--- src/rtl/dm_arb_pkg.sv ---
// Shared definitions for the data-memory arbiter:
// FSM encoding, requester ids and address alignment.
package dm_arb_pkg;

    localparam logic IDLE   = 1'b0;
    localparam logic ACCESS = 1'b1;

    localparam logic REQ_PIPE = 1'b0;
    localparam logic REQ_DBG  = 1'b1;

    localparam logic [31:0] ADDR_ALIGN_MASK = 32'hFFFF_FFFC;

    function automatic logic [31:0] word_align(
        input logic [31:0] addr
    );
        return addr & ADDR_ALIGN_MASK;
    endfunction

endpackage

--- src/rtl/dm_arbiter_rr_pick2.sv ---
// Two-way round-robin selector used when the arbiter is idle.
// On a tie the requester that did not own the last grant wins.
module rr_pick2
    import dm_arb_pkg::*;
(
    input  logic req0,
    input  logic req1,
    input  logic last_owner,
    output logic grant_valid,
    output logic grant_id
);

    always_comb begin
        grant_valid = req0 | req1;
        grant_id    = REQ_PIPE;
        unique case (1'b1)
            (req0 && req1):  grant_id = ~last_owner;
            (req1 && !req0): grant_id = REQ_DBG;
            default:         grant_id = REQ_PIPE;
        endcase
    end

endmodule

--- src/rtl/dm_arbiter.sv ---
// Arbiter/sequencer between the MEM stage and the debug port
// in front of the single-port data memory, with wait states.
module dm_arbiter
    import dm_arb_pkg::*;
#(
    parameter int WAIT_CYCLES = 0,
    parameter int CNT_W       = 4
) (
    input  logic        clk,
    input  logic        reset,
    input  logic        req0,
    input  logic        we0,
    input  logic [31:0] addr0,
    input  logic [31:0] wdata0,
    output logic        ack0,
    output logic [31:0] rdata0,
    input  logic        req1,
    input  logic        we1,
    input  logic [31:0] addr1,
    input  logic [31:0] wdata1,
    output logic        ack1,
    output logic [31:0] rdata1,
    output logic        mem_we,
    output logic [31:0] mem_addr,
    output logic [31:0] mem_wdata,
    input  logic [31:0] mem_rdata,
    output logic        busy,
    output logic        owner
);

    logic             state;
    logic [CNT_W-1:0] cnt;
    logic             last_owner;
    logic             lat_we;
    logic [31:0]      lat_addr;
    logic [31:0]      lat_wdata;

    logic grant_valid;
    logic grant_id;
    logic final_cyc;

    rr_pick2 u_pick (
        .req0        (req0),
        .req1        (req1),
        .last_owner  (last_owner),
        .grant_valid (grant_valid),
        .grant_id    (grant_id)
    );

    assign final_cyc = (state == ACCESS)
                    && (cnt == CNT_W'(WAIT_CYCLES));

    // Requests are only looked at in IDLE; ACCESS runs on the latched copy.
    always_ff @(posedge clk or negedge reset) begin
        if (!reset) begin
            state      <= IDLE;
            cnt        <= '0;
            last_owner <= REQ_DBG;
            lat_we     <= 1'b0;
            lat_addr   <= '0;
            lat_wdata  <= '0;
        end else begin
            unique case (state)
                IDLE: begin
                    if (grant_valid) begin
                        state      <= ACCESS;
                        cnt        <= '0;
                        last_owner <= grant_id;
                        lat_we     <= grant_id ? we1 : we0;
                        lat_addr   <= grant_id ? addr1 : addr0;
                        lat_wdata  <= grant_id ? wdata1 : wdata0;
                    end
                end
                ACCESS: begin
                    cnt <= cnt + CNT_W'(1);
                    if (final_cyc) begin
                        state <= IDLE;
                    end
                end
            endcase
        end
    end

    // Everything below is decoded from state, so reset kills mem_we at once.
    always_comb begin
        busy      = (state == ACCESS);
        owner     = last_owner;
        mem_we    = final_cyc & lat_we;
        mem_addr  = busy ? word_align(lat_addr) : '0;
        mem_wdata = busy ? lat_wdata : '0;
        ack0      = final_cyc & (last_owner == REQ_PIPE);
        ack1      = final_cyc & (last_owner == REQ_DBG);
        rdata0    = ack0 ? mem_rdata : '0;
        rdata1    = ack1 ? mem_rdata : '0;
    end

endmodule
--- config.mk ---
export PLATFORM = sky130hd
export DESIGN_NAME = dm_arbiter
export DESIGN_NICKNAME = d
export VERILOG_FILES = /design/src/rtl/dm_arb_pkg.sv /design/src/rtl/dm_arbiter_rr_pick2.sv /design/src/rtl/dm_arbiter.sv
export SDC_FILE = /design/constraint.sdc
export NUM_CORES = 1
export LEC_CHECK = 0
export CORE_ASPECT_RATIO = 0.75
export CORE_MARGIN = 3
export CORE_UTILIZATION = 28
export CTS_BUF_LIST = sky130_fd_sc_hd__clkbuf_4 sky130_fd_sc_hd__clkbuf_8
export CTS_CLUSTER_DIAMETER = 200
export DETAILED_ROUTE_END_ITERATION = 16
export HOLD_SLACK_MARGIN = 0.02
export PLACE_DENSITY = 0.7
export SYNTH_ARGS = -nofsm -noshare
export SYNTH_HDL_FRONTEND = slang
export SYNTH_SLANG_ARGS = --single-unit
--- constraint.sdc ---
create_clock -name clk -period 1.65 [get_ports clk]
set_input_delay 0.2475 -clock clk [delete_from_list [all_inputs] [get_ports clk]]
set_output_delay 0.2475 -clock clk [all_outputs]
set_load 0.05 [all_outputs]
==> impl_results.md, run 1 <==
* Cell family with most CP delay: simple AND/OR/NAND/NOR gates
* Final WL at 18100 um
* Layout area overhead at 127%
* Via count at 4919
* Reg power frac at 15.0%
* Largest net degree at the start of global routing at 73
* Power per Cell Area at 2130 mW/mm^2
* F_max at 466 MHz
* Root buffer cell: clkbuf_8
* Detailed router's first-iteration violation count at 243
* IO Port Bufs at 292
* Peak VDD IR at 0.00130 V
* Total power draw at 0.0197 W
* Placer Congestion at 0.866
* Switching part of the total at 45.9%
* Core Footprint at 0.0140 mm^2
* Cells after Synth at 523
* Post-Syn Area per Cell at 7.82 um^2
* Row Count at 37
* CTS Buf Count at 9
* Sequential area share after synthesis at 42.2%
* Initial core utilization at 29.3%
* Reg2reg start: busy$_DFF_PN0_
* Clock Skew at 10.6 ps
* Post-synth cell types at 27
* Number of global-route vias before repair at 4931
* Critical R2R Capture: lat_addr[16]$_DFFE_PN0P_
* Total number of H-tree levels at 3
* Via density at 4.84
* Crit path buf inv count at 3
* Clock power frac at 8.2%
* First-pass DRT Iterations at 6
* CP endpoint: rdata0[5]
* Worst path max stage delay at 400 ps
* Layout cells sized above 1 at 34.5%
* Global-route wire length before repair at 27300 um
* Start point of the critical path: cnt[0]$_DFFE_PN0P_
* RSZ-0062 raised after global routing: yes
* Area leader, netlist: dfrtp_1
* Global route overflow at 0
* Top cells by area, synth: dfrtp_1, a21oi_1, and2_1
* CP arrival at 1900 ps
* Pleak at 3.99 nW
* NetSw at 0.00905 W
* Die height at 111 um
* P_int at 0.0106 W
* Max clock buf depth at 2
* Synth Register Bits at 69
* Nets at 985
* Worst slack, placed at -159 ps
* Number of enable flip-flop cells after synthesis at 0
* I/O pin count at 299
* Critical Path RT at 1400 ps
* Fin. Hold Viols at 0
* Crit-path most repeated cell: buf_12
* Synth warnings at 0
* Final period util at 130%
* Most common cell after layout, fill and taps aside: clkdlybuf4s50_1
* Fillers at 1041
* Synth Flop Type: dfrtp_1
* CP max-delay cell: dfrtp_1
* Outcome: finished with violations
* Flop-to-flop setup slack at 80 ps
* Synth top area share at 41.6%
* # DRC at 0
* CTS tree: built
* WP depth at 7
* Max-Cap Viols at 0
* Worst-Skew Late Latency at 350 ps
* Die width at 146 um
* Clock Sinks at 69
* Setup slack after layout at -495 ps
* Worst Reg-to-Reg Cells at 6
* Crit Path Class: flop to primary output
* Clk pin slew, worst setup/hold paths at 90 ps
* Total track usage at 20.9%
* Antenna violations before repair at 0
* Period minus WS final at 2140 ps
* Violated checks: negative setup slack
* Drt wl/cell at 17.8 um
* # setup viols final at 112
* Synthesized cell area at 0.00409 mm^2
* Antenna Violating Nets Remaining at 0
* Hold Crit Class: input pin to asynchronous set/reset pin
* Critical path, cell by cell: inv_1, ha_2, and4bb_4, and2b_2, buf_12, and2_2, buf_12
* N_diodes at 0
* Worst hold margin at 332 ps
* Fin. max-slew vios at 0
* Async SR Flop Fraction at 100%
* Crit path launch type: flop
* Worst-path fanout max at 33
* Hpwl dp at 13200 um
* Combinational Power Share at 76.9%
* Critical Path End Type: primary output
* DIE AREA at 0.0161 mm^2
* Most frequent cells in the layout: clkdlybuf4s50_1, buf_12, a21oi_1
## worst min path at each step
stage | start | slack, ps | end | cells after the start
floorplan | reset | -50 | busy$_DFF_PN0_ | 0
global placement | reset | 160 | lat_addr[25]$_DFFE_PN0P_ | 1
detailed placement | reset | 160 | lat_addr[25]$_DFFE_PN0P_ | 1
CTS | reset | 310 | lat_addr[25]$_DFFE_PN0P_ | 2
global route | reset | 330 | lat_addr[25]$_DFFE_PN0P_ | 2
finish | reset | 330 | lat_addr[25]$_DFFE_PN0P_ | 2
## state kept, by name, summed over array words and instances (netlist names)
signal	cells
lat_wdata	32
lat_addr	30
cnt	4
busy	1
lat_we	1
owner	1
## cells in the mapped netlist, types with 2 or more instances
cell type / count
buf_6: 6
nand2_1: 66
nand3_1: 2
and2_1: 95
nor2_1: 65
a21oi_1: 127
buf_2: 21
o21ai_0: 3
clkbuf_1: 14
ha_1: 2
dfrtp_1: 68
inv_1: 3
and3_1: 32
buf_4: 6
## kinds of logic (layout without fill, tap and decap cells)
logic type / Yosys count / count (layout) / synth area share (%)
adders and majority gates: 2 / 2 / 0.612
other: 1 / 2 / 0.0917
AOI/OAI and AO/OA: 136 / 136 / 17.4
and+or+nand+nor: 265 / 265 / 32.8
buffers and inverters: 50 / 348 / 6.88
DFF: 69 / 69 / 42.2
## power by group through the flow
| stage | registers (W) | logic (W) | clock network (W) |
|---|---|---|---|
| after floorplan | 0.00294 | 0.00733 | 0 |
| after global placement | 0.00292 | 0.0144 | 0 |
| after detailed placement | 0.00296 | 0.0145 | 0 |
| after CTS | 0.00293 | 0.0148 | 0.00165 |
| after global routing | 0.00306 | 0.0158 | 0.00171 |
| final | 0.00295 | 0.0151 | 0.00161 |
## cell type report
class / count / area, um^2 / share of cell area [%]
clock buffers: 11 / 145 / 1.57
inverters: 3 / 11.3 / 0.121
flip-flops and latches: 69 / 1730 / 18.7
multi-input cells: 405 / 2330 / 25.2
clock inverters: 5 / 83.8 / 0.904
repair buffers: 329 / 4720 / 51.0
well taps: 195 / 244 / 2.63
## worst reg2reg max path: cells and delay by family (launching register included)
kind / cells / cell delay [ps]
flops: 1 / 430
buf+inv: 3 / 550
compound gates: 3 / 480
## metrics by stage
stage	area [um^2]	setup TNS, ps	instances	utilization, %
after global placement	8790	-2870	989	62.9
after global routing	9270	-40340	1017	66.3
after floorplan	4270	-4070	524	-
after detailed placement	8790	-6500	989	62.9
after CTS	9110	-31560	1009	65.1
final	9270	-31670	1017	66.3
## layer usage
| layer | share of wire [%] | global-route usage, % |
|---|---|---|
| met2 | 50 | 36.2 |
| met4 | 2.6 | 6.33 |
| met3 | 7.7 | 6.42 |
| met5 | 0 | 0 |
| met1 | 40 | 25.0 |
## repair_timing
action | in CTS | in global routing
endpoints found under the setup margin | 129 | 129
hold buffers | 1 | 0
gates cloned | 1 | 5
endpoints found under the hold margin | 20 | 0
pin swaps | 0 | 3
gates resized for setup | 11 | 21
buffers inserted | 2 | 4
Note: power is estimated with default switching activity, not from simulation.
==> run 2: changes to the inputs <==
Settings changed: CORE_UTILIZATION 28 to 32, PLACE_DENSITY 0.7 to 0.79.
==> run 2 against run 1 <==
  * Non-clock buffer count is 14 higher
  * Critical path type unchanged
  * Sequential share of layout area down 0.46 points
  * Combinational power up 5%
  * Via count increased by 4.4%
  * Sequential power about the same
  * The flow still finishes with violations (negative setup slack)
  * Sequential cell count stayed put
  * Setup slack improved by 11 ps
  * Critical path depth unchanged
  * Worst hold slack improved by 4.9 ps
==> impl_results.md, run 2 (same netlist as run 1, synthesis figures left out) <==
* Setup slack after layout at -484 ps (+10.5 ps)
* Critical Path End Type: primary output
* Clk pin slew, worst setup/hold paths at 80 ps (about the same)
* Crit path launch type: flop
* Fin. Hold Viols at 0 (unchanged)
* Detailed router's first-iteration violation count at 291 (+20%)
* # setup viols final at 109 (-2.7%)
* Most frequent cells in the layout: clkdlybuf4s50_1, buf_12, a21oi_1
* Largest register by flop count: lat_wdata
* Final WL at 20100 um (+11%)
* F_max at 469 MHz (+0.49%)
* Max clock buf depth at 2 (unchanged)
* IO Port Bufs at 292 (unchanged)
* Layout area overhead at 132%
* Max reg flops at 32 (unchanged)
* Initial core utilization at 33.0% (+3.7 points)
* RSZ-0062 raised after global routing: yes
* Start point of the critical path: cnt[1]$_DFFE_PN0P_
* Root buffer cell: clkbuf_8
* Via density at 5.12 (+5.9%)
* Clock Sinks at 69 (unchanged)
* Non-filler instance count after layout at 1002 (-1.5%)
* Drt wl/cell at 20.1 um (+13%)
* Final period util at 129% (-0.64 points)
* Worst-Skew Late Latency at 350 ps (about the same)
* Core Footprint at 0.0124 mm^2 (-11%)
* CTS tree: built
* Pleak at 4.10 nW (+2.9%)
* N_diodes at 0 (unchanged)
* Worst-path fanout max at 8 (-76%)
* Fin Setup TNS at -32650 ps (-984 ps)
* Total track usage at 24.7% (+3.8 points)
* Global-route wire length before repair at 27700 um (+1.5%)
* Reg2reg start: busy$_DFF_PN0_
* Total number of H-tree levels at 3 (unchanged)
* Critical Path RT at 1400 ps (about the same)
* Number of global-route vias before repair at 5067 (+2.8%)
* Nets at 999 (+1.4%)
* Antenna Violating Nets Remaining at 0 (unchanged)
* Period minus WS final at 2130 ps (-10.5 ps)
* Crit Path Class: flop to primary output
* Hold Crit Class: input pin to asynchronous set/reset pin
* Worst hold margin at 337 ps (+4.90 ps)
* Placer Congestion at 0.806 (-6.9%)
* Via count at 5134 (+4.4%)
* Antenna violations before repair at 0 (unchanged)
* Die width at 137 um (-6.2%)
* Peak VDD IR at 0.00132 V (+1.5%)
* Fin. max-slew vios at 0 (unchanged)
* I/O pin count at 299 (unchanged)
* Outcome: finished with violations
* Placed Cells at 963 (-2.6%)
* Power per Cell Area at 2150 mW/mm^2 (+1.0%)
* Die height at 104 um (-6.1%)
* DIE AREA at 0.0142 mm^2 (-12%)
* Row Count at 35 (-5.4%)
* Violated checks: negative setup slack
* Most common cell after layout, fill and taps aside: clkdlybuf4s50_1
* Largest net degree at the start of global routing at 73 (unchanged)
* Hpwl dp at 13700 um (+3.4%)
* Clock Skew at 7.84 ps (-2.73 ps)
* Top Registers: lat_wdata: 32 flops, lat_addr: 30 flops, cnt: 4 flops
* Global route overflow at 0 (unchanged)
* # DRC at 0 (unchanged)
* CP arrival at 1890 ps (about the same)
* CTS Buf Count at 9 (unchanged)
* Fillers at 746 (-28%)
* First-pass DRT Iterations at 4 (-2)
* Total power draw at 0.0204 W (+3.6%)
* Max-Cap Viols at 0 (unchanged)
* Layout cells sized above 1 at 35.8% (+1.2 points)
[run 2: cell types whose count changed in the layout (fill, tap and decap cells not counted), moves of 2 or more]
cell / change
and3_4: +7
buf_12: +2
and2_2: -22
buf_6: +8
clkbuf_16: +3
and2_4: +22
and3_2: -6
[run 2: worst paths after layout]
check                                                 end  slack [ps]  cells past startpoint
worst max-delay path                           rdata0[15]        -480                      7
worst min-delay path             lat_addr[26]$_DFFE_PN0P_         340                      2
worst max register to register   lat_addr[15]$_DFFE_PN0P_          20                      6
worst min register to register   lat_wdata[8]$_DFFE_PN0P_         520                      2
max in group asynchronous       lat_wdata[28]$_DFFE_PN0P_         790                      3
min in group clk                lat_wdata[17]$_DFFE_PN0P_         440                      3
[run 2: per-layer routing]
metal	wire length [um]	track usage (%)	vias to the layer above
li1	-	-	2333
met1	7470	27.8	2494
met2	10100	43.3	266
met3	1920	8.51	41
met4	593	8.06	0
met5	0	0	-
[run 2: final cells by class]
| class | instances | area, um^2 | share of cell area (%) |
|---|---|---|---|
| flip-flops and latches | 69 | 1730 | 18.2 |
| clock buffers | 9 | 124 | 1.30 |
| well taps | 166 | 208 | 2.19 |
| inverters | 3 | 11.3 | 0.118 |
| multi-input cells | 405 | 2390 | 25.1 |
| clock inverters | 7 | 98.8 | 1.04 |
| repair buffers | 343 | 4940 | 52.0 |
[run 2: critical path: stages, from the launching register on]
cell and delay (ps):
dfrtp_1 400, inv_2 80, ha_4 120, and4bb_4 230
and2b_4 240, clkbuf_16 180, and2_4 160, buf_12 130
[run 2: through the flow]
stage | setup slack [ps] | instance area, um^2 | utilization, %
CTS | -508 | 9180 | 74.1
finish | -484 | 9510 | 76.7
global placement | -89.1 | 8780 | 70.8
floorplan | -94.1 | 4270 | -
global route | -575 | 9510 | 76.7
detailed placement | -153 | 8780 | 70.8
[run 2: timing repair]
item / in CTS / in global routing
endpoints found under the hold margin: 19 / 0
pin swaps: 2 / 6
gates cloned: 1 / 10
hold buffers: 1 / 0
resized for setup: 25 / 53
setup buffers: 8 / 6
setup endpoints to repair: 90 / 132
[run 2: power breakdown]
part / switching, W / internal, W
registers: 0.000441 / 0.00254
clock network: 0.000705 / 0.000859
logic: 0.00825 / 0.00761
==> run 3: changes to the inputs <==
Settings changed: ABC_CLOCK_PERIOD_IN_PS set to 1650.
==> results of run 3 <==
No change in the layout: final DEF, timing and power equal those of run 2.
